==> config.mk <==
export PLATFORM = sky130hd
export DESIGN_NAME = sync_updown_counter
export DESIGN_NICKNAME = d
export VERILOG_FILES = /design/src/rtl/sync_updown_counter.sv
export SDC_FILE = /design/constraint.sdc
export NUM_CORES = 1
export LEC_CHECK = 0
export CAP_MARGIN = 5
export CELL_PAD_IN_SITES_DETAIL_PLACEMENT = 0
export CELL_PAD_IN_SITES_GLOBAL_PLACEMENT = 1
export CORE_MARGIN = 2
export CORE_UTILIZATION = 29
export CTS_BUF_LIST = sky130_fd_sc_hd__clkbuf_8 sky130_fd_sc_hd__clkbuf_16
export DETAILED_ROUTE_END_ITERATION = 8
export GPL_ROUTABILITY_DRIVEN = 0
export PLACE_DENSITY = 0.79
export SLEW_MARGIN = 0
export SYNTH_ARGS = -nofsm -noshare
export SYNTH_HDL_FRONTEND = slang
export SYNTH_SLANG_ARGS = --single-unit
==> constraint.sdc <==
create_clock -name clk -period 2.5 [get_ports clk]
set_clock_uncertainty 0.2 [all_clocks]
set_input_delay 0.5 -clock clk [delete_from_list [all_inputs] [get_ports clk]]
set_output_delay 0.5 -clock clk [all_outputs]
set_load 0.005 [all_outputs]
==> src/rtl/sync_updown_counter.sv <==
// Parametrised synchronous up/down counter with parallel load, terminal count and wrap pulse.
// Define UDC_SATURATE_EN to make the counter saturate at 0 / MODULUS-1 instead of wrapping.
module sync_updown_counter #(
    parameter int     WIDTH     = 4,
    parameter longint MODULUS   = 16,
    parameter longint RESET_VAL = 0
) (
    input  logic             clk,
    input  logic             rst,
    input  logic             en,
    input  logic             up,
    input  logic             load,
    input  logic [WIDTH-1:0] din,
    output logic [WIDTH-1:0] q,
    output logic             tc,
    output logic             wrap,
    output logic             load_err
);

    // 64-bit modulus so that MODULUS = 2^32 with WIDTH = 32 is still representable.
    localparam logic [63:0]      MOD_EXT  = 64'(MODULUS);
    localparam logic [WIDTH-1:0] MAX_VAL  = WIDTH'(MODULUS - 64'sd1);
    localparam logic [WIDTH-1:0] ZERO_VAL = {WIDTH{1'b0}};
    localparam logic [WIDTH-1:0] ONE_VAL  = WIDTH'(32'd1);
    localparam logic [WIDTH-1:0] RST_Q    = WIDTH'(RESET_VAL);

    logic [WIDTH-1:0] q_r;
    logic             wrap_r;
    logic             load_err_r;

    logic [WIDTH-1:0] q_next_s;
    logic             wrap_next_s;
    logic             load_err_next_s;
    logic             at_max_s;
    logic             at_zero_s;

    function automatic logic din_in_range(input logic [WIDTH-1:0] v);
        din_in_range = (64'(v) < MOD_EXT);
    endfunction

    assign at_max_s  = (q_r == MAX_VAL);
    assign at_zero_s = (q_r == ZERO_VAL);

    // Next-state selection: load beats count, count beats hold.
    always_comb begin
        q_next_s        = q_r;
        wrap_next_s     = 1'b0;
        load_err_next_s = 1'b0;
        if (load) begin
            if (din_in_range(din)) begin
                q_next_s = din;
            end else begin
                q_next_s        = MAX_VAL;
                load_err_next_s = 1'b1;
            end
        end else if (en) begin
            case (up)
                1'b1: begin
                    if (at_max_s) begin
`ifdef UDC_SATURATE_EN
                        q_next_s    = MAX_VAL;
`else
                        q_next_s    = ZERO_VAL;
                        wrap_next_s = 1'b1;
`endif
                    end else begin
                        q_next_s = q_r + ONE_VAL;
                    end
                end
                1'b0: begin
                    if (at_zero_s) begin
`ifdef UDC_SATURATE_EN
                        q_next_s    = ZERO_VAL;
`else
                        q_next_s    = MAX_VAL;
                        wrap_next_s = 1'b1;
`endif
                    end else begin
                        q_next_s = q_r - ONE_VAL;
                    end
                end
                default: begin
                    q_next_s = q_r;
                end
            endcase
        end else begin
            q_next_s = q_r;
        end
    end

    // Count state and the one-cycle status pulses, all aligned with the new q.
    always_ff @(posedge clk or posedge rst) begin
        if (rst) begin
            q_r        <= RST_Q;
            wrap_r     <= 1'b0;
            load_err_r <= 1'b0;
        end else begin
            q_r        <= q_next_s;
            wrap_r     <= wrap_next_s;
            load_err_r <= load_err_next_s;
        end
    end

    // tc is deliberately unregistered so a cascaded stage steps on the same edge.
    assign tc       = en & ((up & at_max_s) | (~up & at_zero_s));
    assign q        = q_r;
    assign wrap     = wrap_r;
    assign load_err = load_err_r;

endmodule

==> Word-level counts from Yosys, hierarchy flattened <==
Index checks and enable logic that the tools add are counted.
{ "totals": {"register_bits": 5, "input_bits": 9, "word_cells": 22} }
{ "op_classes": {"mux": 10, "add_sub_neg": 2, "bitwise": 5, "n_eq_ne": 1, "n_reduce_logical": 2} }
{ "ops": {"columns": ["op", "n"], "rows": [
  ["4-bit 2-to-1 mux", 4],
  ["4-bit case mux with 2 select lines", 1],
  ["4-bit by 1-bit adder with 4-bit output (second input constant)", 1],
  ["4-bit == test (second input constant)", 1],
  ["4-bit zero test", 1],
  ["1-bit 2-to-1 mux", 4],
  ["4-bit by 1-bit subtractor with 4-bit output (second input constant)", 1],
  ["1-bit bitwise AND", 3],
  ["1-bit case mux with 2 select lines", 1],
  ["2-bit nonzero test", 1],
  ["1-bit inverter", 1],
  ["1-bit OR", 1]
]} }

==> Logic depth before layout (Yosys ltp) <==
Gate-level depths: netlist of the first run.
{ "depth": {"word_depth": 5, "ltp_mapped": 6, "mapped_depth_nobuf": 6} }

==> Worst setup path after synthesis of the first run <==
Ideal clock, no wire load.
{ "synth_path": {"path_kind": "reg-to-output", "startpoint": "register q_r[0], in the netlist q[0]", "endpoint": "output port tc", "required_time_ns": 1.800, "arrival_ns": 1.347, "setup_slack_ns": 0.453, "path_stages_with_launch": 6, "path_cell_list": "dfrtp_1 -> inv_1 -> ha_1 -> or3b_4 -> o21ai_1 -> and2_1"} }
{ "synth_between": {"elab_chain_len": 4, "word_cells_on_any_way": 6, "cone_classes": "eq/ne (1); bitwise (4); reduce/logical (1)"} }
{ "synth_rtl": {"columns": ["element", "line_no", "rtl"], "rows": [
  ["start, declared", "27", "logic [WIDTH-1:0] q_r;"],
  ["start signal, assigned", "98", "q_r <= q_next_s;"],
  ["4-bit == test or 4-bit zero test (tied branches)", "41, 42", null],
  ["1-bit bitwise AND", "105", "assign tc = en & ((up & at_max_s) | (~up & at_zero_s));"],
  ["1-bit OR *", "105", null],
  ["1-bit bitwise AND *", "105", null],
  ["end, declared", "15", "output logic tc,"]
]} }
Mark *: on every way between the ends. The rest lies on a longest branch, timed or not.

==> Worst setup path in the final report of the first run <==
Ends and elaborated chain as after synthesis.

==> results of run 1 <==
[what timing repair did]
item                       in CTS  in global routing
gates cloned                    0                  0
pin swaps                       3                  1
gates resized for setup         5                  4
setup buffers                   0                  0
setup endpoints to repair       1                  1
[logic make-up (layout without fill, tap and decap cells)]
kind of cell / Yosys count / after routing / synth area share
other: 1 / 1 / 0.00922
AO/OA/AOI/OAI: 14 / 14 / 0.237
multiplexers: 2 / 2 / 0.0523
AND/OR/NAND/NOR: 13 / 13 / 0.188
flip-flops: 5 / 5 / 0.308
adder cells (fa/ha/maj): 2 / 2 / 0.0615
buffers and inverters: 8 / 33 / 0.102
XOR/XNOR: 2 / 2 / 0.0431
[cells in the mapped netlist]
master    number
nand2_1        4
o31ai_1        1
conb_1         1
nor2_1         1
nand2b_1       2
o311a_1        1
nor3b_1        1
a21oi_1        3
xnor2_1        2
a31oi_1        1
a221oi_2       1
buf_4          1
ha_1           2
inv_1          5
mux2_2         1
dfrtp_1        5
o21ai_0        4
a31o_2         1
and2b_1        1
buf_6          1
or3b_4         1
mux2i_1        1
o21ai_2        1
nand4_1        2
buf_1          1
o21ai_1        1
and2_1         1
[worst max-delay path, delay by kind of cell (launching register included)]
family                     cells  cell delay [ps]
DFF                            1              380
AOI/OAI and AO/OA              1              130
and+or+nand+nor                2              540
buffers and inverters          2              260
adders and majority gates      1              170
[final cells by class]
type	instances	share of cell area
tap	15	0.0279
inverter	5	0.0279
clock buffer	3	0.0613
sequential	5	0.186
multi-input combinational	34	0.370
timing repair buffer	24	0.320
clock inverter	1	0.00743
[metrics by stage]
stage / instances / setup WS [ps]
after floorplan: 47 / 453
after global placement: 83 / -303
after detailed placement: 83 / -323
after CTS: 87 / 42.7
after global routing: 87 / 16.7
final: 87 / 108
[path summary, 6_finish.rpt]
kind / startpoint / end / cells after the start / slack [ps]
max in group asynchronous: rst / q[3] / 2 / 1660
worst max register to register: q[0] / q[0] / 7 / 680
worst min-delay path: rst / wrap / 2 / 270
worst max-delay path: q[0] / tc / 6 / 110
min in group clk: q[0] / q[0] / 3 / 540
worst min register to register: q[0] / q[0] / 3 / 540
[registers in the layout (all words and copies together), names as in the netlist]
signal and cells:
q 4, wrap 1
[layer usage]
layer | track usage | vias up
li1 | - | 214
met1 | 0.190 | 193
met2 | 0.216 | 14
met3 | 0.0435 | 0
met4 | 0.0774 | 0
met5 | 0 | -
[report_power, final]
group | total [mW] | internal, mW | switching [mW]
sequential | 0.0972 | 0.0905 | 0.00667
clock | 0.147 | 0.107 | 0.0396
combinational | 0.145 | 0.0832 | 0.0622
==> results.sh, run 1 <==
export IMPL_final_cell_mix="12 x clkdlybuf4s50_1, 10 x buf_4, 5 x dfrtp_1"
export IMPL_gr_total_overflow=0
export IMPL_syn_area_um2=407
export IMPL_p_leak_nw=0.304
export IMPL_drive_gt1_frac=0.347
export IMPL_critPathLaunchType="flop"
export IMPL_io_pins=16
export IMPL_clockBufferDepth=2
export IMPL_nFillCells=129
export IMPL_drc=0
export IMPL_wl_met2_um=463
export IMPL_multi_input_area_um2=249
export IMPL_area_growth_pct=65.5
export IMPL_grt_pass1_vias=430
export IMPL_core_um2=1300
export IMPL_cp_required_ps=1800
export IMPL_final_common_cell="clkdlybuf4s50_1"
export IMPL_status="finished, final reports clean"
export IMPL_yosysSeqAreaShare=0.308
export IMPL_num_vias=421
export IMPL_synthTopCellsByArea="dfrtp_1 31%, ha_1 6.2%, o21ai_0 4.9%"
export IMPL_drv_cap=0
export IMPL_fin_area_um2=673
export IMPL_via_per_inst=4.84
export IMPL_p_per_area_nw_per_um2=578
export IMPL_avgSynthCellArea_um2=8.65
export IMPL_cp_slowest_cell="or3b_4"
export IMPL_synth_cell_types=27
export IMPL_cp_max_fo=2
export IMPL_die_h_um=41.4
export IMPL_cts_hold_buffers=0
export IMPL_cp_arrival_ps=1690
export IMPL_ys_ff_latch=5
export IMPL_syn_num_nets=58
export IMPL_antenna_found_initial=0
export IMPL_fin_crit_ps=2390
export IMPL_antenna_left=0
export IMPL_final_util=0.517
export IMPL_drt_first_pass_iters=4
export IMPL_whs_ps=273
export IMPL_grt_use_total=0.146
export IMPL_avgRoutedWirePerCell_um=11.6
export IMPL_top_layer="met3"
export IMPL_slowest_delay_ps=390
export IMPL_clkTransAtPathRegs_ps=40
export IMPL_die_w_um=41.4
export IMPL_drt_met1_wl_um=496
export IMPL_wirelength_um=1010
export IMPL_fmaxAchievable_mhz=418
export IMPL_hold_class="in2async"
export IMPL_synth_top_area_frac=0.308
export IMPL_regArea_um2=125
export IMPL_clock_sinks=5
export IMPL_synth_top_cell_by_area="dfrtp_1"
export IMPL_htreeDepth=1
export IMPL_cts_tree="built"
export IMPL_cp_cell_sequence="inv_2, ha_2, or3b_4, o21ai_2, and2_4, clkdlybuf4s15_2"
export IMPL_critPathKind="reg2out"
export IMPL_grt_pass1_wl_um=1880
export IMPL_vdd_drop_max_mv=0.344
export IMPL_die_area_um2=1720
export IMPL_drt_initial_drc_count=7
export IMPL_yosys_warnings=0
export IMPL_tns_ps=0
export IMPL_initial_utilization=0.313
export IMPL_setup_viol=0
export IMPL_cts_root_buf="clkbuf_8"
export IMPL_netlist_instances=47
export IMPL_power_total_uw=389
export IMPL_grt_max_degree=11
export IMPL_end_kind="primary output"
export IMPL_fin_crit_sh=0.957
export IMPL_hpwl_um=803
export IMPL_insertion_delay_ps=220
export IMPL_drv_slew=0
export IMPL_rsz0062_at_grt="no"
export IMPL_wl_met3_um=46
export IMPL_nNetsFinal=84
export IMPL_cts_made_buffers=3
export IMPL_timing_final_hold_violations=0
export IMPL_num_rows=13
export IMPL_place_area_um2=618
export IMPL_diodes=0
export IMPL_portBuffers=14
Note: power is estimated with default switching activity, not from simulation.
==> run 2, diff against run 1 <==
==> constraint.sdc (replaced) <==
create_clock -name clk -period 2.63 [get_ports clk]
set_clock_uncertainty 0.2 [all_clocks]
set_input_delay 0.526 -clock clk [delete_from_list [all_inputs] [get_ports clk]]
set_output_delay 0.526 -clock clk [all_outputs]
set_load 0.005 [all_outputs]
==> run 2 against run 1 <==
Effect of this change:
- count of clock-buffer cells in the layout did not move
- combinational power fell by 17%
- highest routed layer unchanged
- design area fell by 4.5%
- utilization fell by 2.3 points
- sequential cell count did not move
- clock power fell by 8%
- first-iteration DRC count fell by 14%
- largest cell class unchanged
==> results.sh, run 2 (same netlist as run 1, synthesis figures left out) <==
export IMPL_status="finished, final reports clean"
export IMPL_grt_pass1_vias=380
export IMPL_end_kind="primary output"
export IMPL_cp_required_ps=1900
export IMPL_p_leak_nw=0.300
export IMPL_cp_arrival_ps=1800
export IMPL_drive_gt1_frac=0.250
export IMPL_diodes=0
export IMPL_num_rows=13
export IMPL_clkTransAtPathRegs_ps=30
export IMPL_clockBufferDepth=2
export IMPL_nNetsFinal=80
export IMPL_drt_initial_drc_count=6
export IMPL_placed_cells=79
export IMPL_fin_crit_ps=2520
export IMPL_htreeDepth=1
export IMPL_io_pins=16
export IMPL_final_cell_mix="12 x clkdlybuf4s50_1, 6 x inv_1, 6 x buf_4"
export IMPL_fmaxAchievable_mhz=396
export IMPL_grt_pass1_wl_um=1590
export IMPL_drv_slew=0
export IMPL_tns_ps=0
export IMPL_drv_cap=0
export IMPL_hold_class="in2async"
export IMPL_wirelength_um=920
export IMPL_drt_first_pass_iters=4
export IMPL_critPathLaunchType="flop"
export IMPL_cts_tree="built"
export IMPL_insertion_delay_ps=220
export IMPL_grt_use_total=0.119
export IMPL_place_area_um2=588
export IMPL_power_total_uw=350
export IMPL_via_per_inst=4.67
export IMPL_num_vias=388
export IMPL_hpwl_um=729
export IMPL_setup_ws_ps=108
export IMPL_post_cts_setup_buffers=0
export IMPL_cp_max_fo=3
export IMPL_initial_utilization=0.313
export IMPL_die_h_um=41.4
export IMPL_clock_sinks=5
export IMPL_final_common_cell="clkdlybuf4s50_1"
export IMPL_fin_crit_sh=0.959
export IMPL_timing_final_hold_violations=0
export IMPL_largest_reg_flops=4
export IMPL_cts_root_buf="clkbuf_8"
export IMPL_antenna_left=0
export IMPL_core_um2=1300
export IMPL_vdd_drop_max_mv=0.313
export IMPL_p_per_area_nw_per_um2=545
export IMPL_cts_hold_buffers=0
export IMPL_fin_area_um2=643
export IMPL_antenna_found_initial=0
export IMPL_die_area_um2=1720
export IMPL_die_w_um=41.4
export IMPL_avgRoutedWirePerCell_um=11.1
export IMPL_portBuffers=14
export IMPL_area_growth_pct=58.2
export IMPL_drc=0
export IMPL_setup_viol=0
export IMPL_critPathKind="reg2out"
export IMPL_gr_total_overflow=0
export IMPL_grt_max_degree=11
export IMPL_cts_made_buffers=3
export IMPL_fin_cells=83
export IMPL_place_ws_ps=-239
[run 2: cell count changes in the layout (fill, tap and decap cells not counted)]
cell	delta
buf_4	-4
clkdlybuf4s15_2	-1
clkinv_2	-1
dlymetal6s2s_1	+1
inv_1	+3
inv_2	-2
[run 2: critical path: stages, from the launching register on]
cell and delay [ps]:
dfrtp_1 360, inv_1 100, ha_2 200, or3b_4 380, o21ai_2 160, and2_4 150, dlygate4sd2_1 220
[run 2: per-layer routing]
metal / up-vias / GRT usage / part of all wire
met5: - / 0 / 0
met4: 0 / 0.0387 / 0
met3: 0 / 0.0304 / 0.053
met2: 10 / 0.184 / 0.47
met1: 173 / 0.160 / 0.48
li1: 205 / - / -
[run 2: worst paths after layout]
kind	startpoint	to	slack (ps)	cells after the start
worst max-delay path	q[0]	tc	110	6
worst min-delay path	rst	q[1]	310	2
worst max register to register	q[0]	q[0]	780	7
worst min register to register	q[1]	q[1]	500	3
max in group asynchronous	rst	q[0]	1760	2
min in group clk	q[1]	q[1]	500	3
[run 2: stage by stage]
step	util	hold WS, ps
floorplan	-	105
global placement	0.452	489
detailed placement	0.452	503
CTS	0.488	313
global route	0.494	336
finish	0.494	307
[run 2: area by class of cell]
type                       instances  area, um^2
inverter                           5        18.8
timing repair buffer              20         186
tap                               15        18.8
sequential                         5         125
multi-input combinational         34         249
clock buffer                       3        41.3
clock inverter                     1        3.75
fill                             133         658
[run 2: repair_timing]
item / CTS / global route
resized for setup: 2 / 3
pin swaps: 0 / 2
endpoints found under the hold margin: 0 / 0
setup endpoints to repair: 1 / 1
[run 2: power by group]
part           internal, mW  total, mW  switching, mW
Clock                0.0998      0.135         0.0348
Sequential           0.0859     0.0954        0.00945
Combinational        0.0691      0.120         0.0511
==> run 3, diff against run 2 <==
==> config.mk (replaced) <==
export PLATFORM = sky130hd
export DESIGN_NAME = sync_updown_counter
export DESIGN_NICKNAME = d
export VERILOG_FILES = /design/src/rtl/sync_updown_counter.sv
export SDC_FILE = /design/constraint.sdc
export NUM_CORES = 1
export LEC_CHECK = 0
export CAP_MARGIN = 5
export CELL_PAD_IN_SITES_DETAIL_PLACEMENT = 1
export CELL_PAD_IN_SITES_GLOBAL_PLACEMENT = 2
export CORE_MARGIN = 2
export CORE_UTILIZATION = 22
export CTS_BUF_LIST = sky130_fd_sc_hd__clkbuf_8 sky130_fd_sc_hd__clkbuf_16
export DETAILED_ROUTE_END_ITERATION = 8
export GPL_ROUTABILITY_DRIVEN = 0
export PLACE_DENSITY = 0.77
export SLEW_MARGIN = 0
export SYNTH_ARGS = -nofsm -noshare
export SYNTH_HDL_FRONTEND = slang
export SYNTH_SLANG_ARGS = --single-unit
export TNS_END_PERCENT = 30
==> run 3 against run 2 <==
Effect of this change:
- total power rose by 0.91%
- worst hold slack worse by 3.7 ps
- count of clock-buffer cells in the layout is the same
- highest routed layer is now met4
==> results.sh, run 3 (same netlist as run 1, synthesis figures left out) <==
export IMPL_area_growth_pct=58.8
export IMPL_setup_viol=0
export IMPL_cts_hold_buffers=0
export IMPL_p_switching_uw=99.3
export IMPL_timing_final_hold_violations=0
export IMPL_hold_class="in2async"
export IMPL_critPathKind="in2out"
export IMPL_diodes=0
export IMPL_via_per_inst=4.38
export IMPL_drt_initial_drc_count=1
export IMPL_grt_use_total=0.116
export IMPL_reg2reg_to="q[0]"
export IMPL_fin_cells=92
export IMPL_cp_required_ps=1900
export IMPL_cp_arrival_ps=1840
export IMPL_cp_max_fo=2
export IMPL_r2r_cells=6
export IMPL_nNetsFinal=79
export IMPL_num_vias=403
export IMPL_drv_slew=0
export IMPL_nFillCells=225
export IMPL_r2r_start="q[0]"
export IMPL_drt_first_pass_iters=2
export IMPL_place_ws_ps=-227
export IMPL_fin_crit_ps=2560
export IMPL_p_int_uw=254
export IMPL_fin_crit_sh=0.974
export IMPL_hpwl_um=861
export IMPL_cts_tree="built"
export IMPL_p_comb_frac=0.341
export IMPL_grt_max_degree=11
export IMPL_critPathLaunchType="input pin"
export IMPL_placed_cells=88
export IMPL_whs_ps=303
export IMPL_drv_cap=0
export IMPL_vdd_drop_max_mv=0.247
export IMPL_die_w_um=47.0
export IMPL_drc=0
export IMPL_largest_reg_flops=4
export IMPL_clkTransAtPathRegs_ps=40
export IMPL_p_leak_nw=0.287
export IMPL_status="finished, final reports clean"
export IMPL_insertion_delay_ps=220
export IMPL_fmaxAchievable_mhz=390
export IMPL_clock_sinks=5
export IMPL_gr_total_overflow=0
export IMPL_portBuffers=14
export IMPL_cts_made_buffers=3
export IMPL_setup_ws_ps=68.0
export IMPL_antenna_found_initial=0
export IMPL_grt_pass1_wl_um=1690
export IMPL_rsz0062_at_grt="no"
export IMPL_p_sw_frac=0.281
export IMPL_sequentialPowerShare=0.267
export IMPL_clockBufferDepth=2
export IMPL_power_share_clock=0.392
export IMPL_end_kind="primary output"
export IMPL_initial_utilization=0.236
export IMPL_io_pins=16
export IMPL_antenna_left=0
export IMPL_tns_ps=0
export IMPL_r2r_slack_ps=880
export IMPL_drive_gt1_frac=0.239
export IMPL_htreeDepth=1
export IMPL_core_um2=1730
export IMPL_die_h_um=47.0
export IMPL_wirelength_um=1030
export IMPL_num_rows=15
export IMPL_cts_root_buf="clkbuf_8"
export IMPL_avgRoutedWirePerCell_um=11.2
export IMPL_p_per_area_nw_per_um2=547
export IMPL_die_area_um2=2210
export IMPL_final_cell_mix="13 x clkdlybuf4s50_1, 6 x inv_1, 5 x buf_4, 5 x dfrtp_1"
export IMPL_post_cts_setup_buffers=0
export IMPL_grt_pass1_vias=397
export IMPL_final_common_cell="clkdlybuf4s50_1"
run 3: through the flow:
stage	power, mW	utilization	area (um^2)
global placement	0.213	0.343	593
CTS	0.357	0.369	637
finish	0.353	0.374	646
floorplan	0.159	-	407
global route	0.380	0.374	646
detailed placement	0.215	0.343	593
run 3: power by group through the flow:
stage                     registers (mW)  logic [mW]  clock network (mW)
after floorplan                    0.100      0.0588                   0
after global placement            0.0950       0.118                   0
after detailed placement          0.0951       0.120                   0
after CTS                         0.0942       0.120               0.143
after global routing              0.0967       0.134               0.149
final                             0.0945       0.120               0.138
run 3: worst max-delay path by stage:
stage               cells past startpoint  end  start
floorplan                               5   tc   q[0]
global placement                        5   tc     up
detailed placement                      5   tc     up
CTS                                     5   tc     up
global route                            5   tc     up
finish                                  5   tc     up
run 3: cell type report:
type                       instances  area, um^2  area share
clock buffer                       3        41.3      0.0640
clock inverter                     1        3.75     0.00581
inverter                           5        18.8      0.0291
multi-input combinational         34         249       0.386
sequential                         5         125       0.194
tap                               25        31.3      0.0484
timing repair buffer              19         176       0.273
run 3: per-layer routing:
layer  vias to the layer above  GRT usage  share of wire
met5                         -          0              0
met4                         0      0.100          0.021
met3                         3     0.0231          0.034
met2                        10      0.178           0.48
met1                       189      0.138           0.46
li1                        201          -              -
run 3: what timing repair did:
action	in CTS	in global routing
pin swaps	1	0
gates cloned	0	0
endpoints found under the setup margin	1	1
gates resized for setup	1	3
run 3: critical path, cell delays in order:
cell             delay, ps
clkdlybuf4s50_1        420
or3b_4                 390
o21ai_2                120
and2_4                 150
dlygate4sd2_1          230
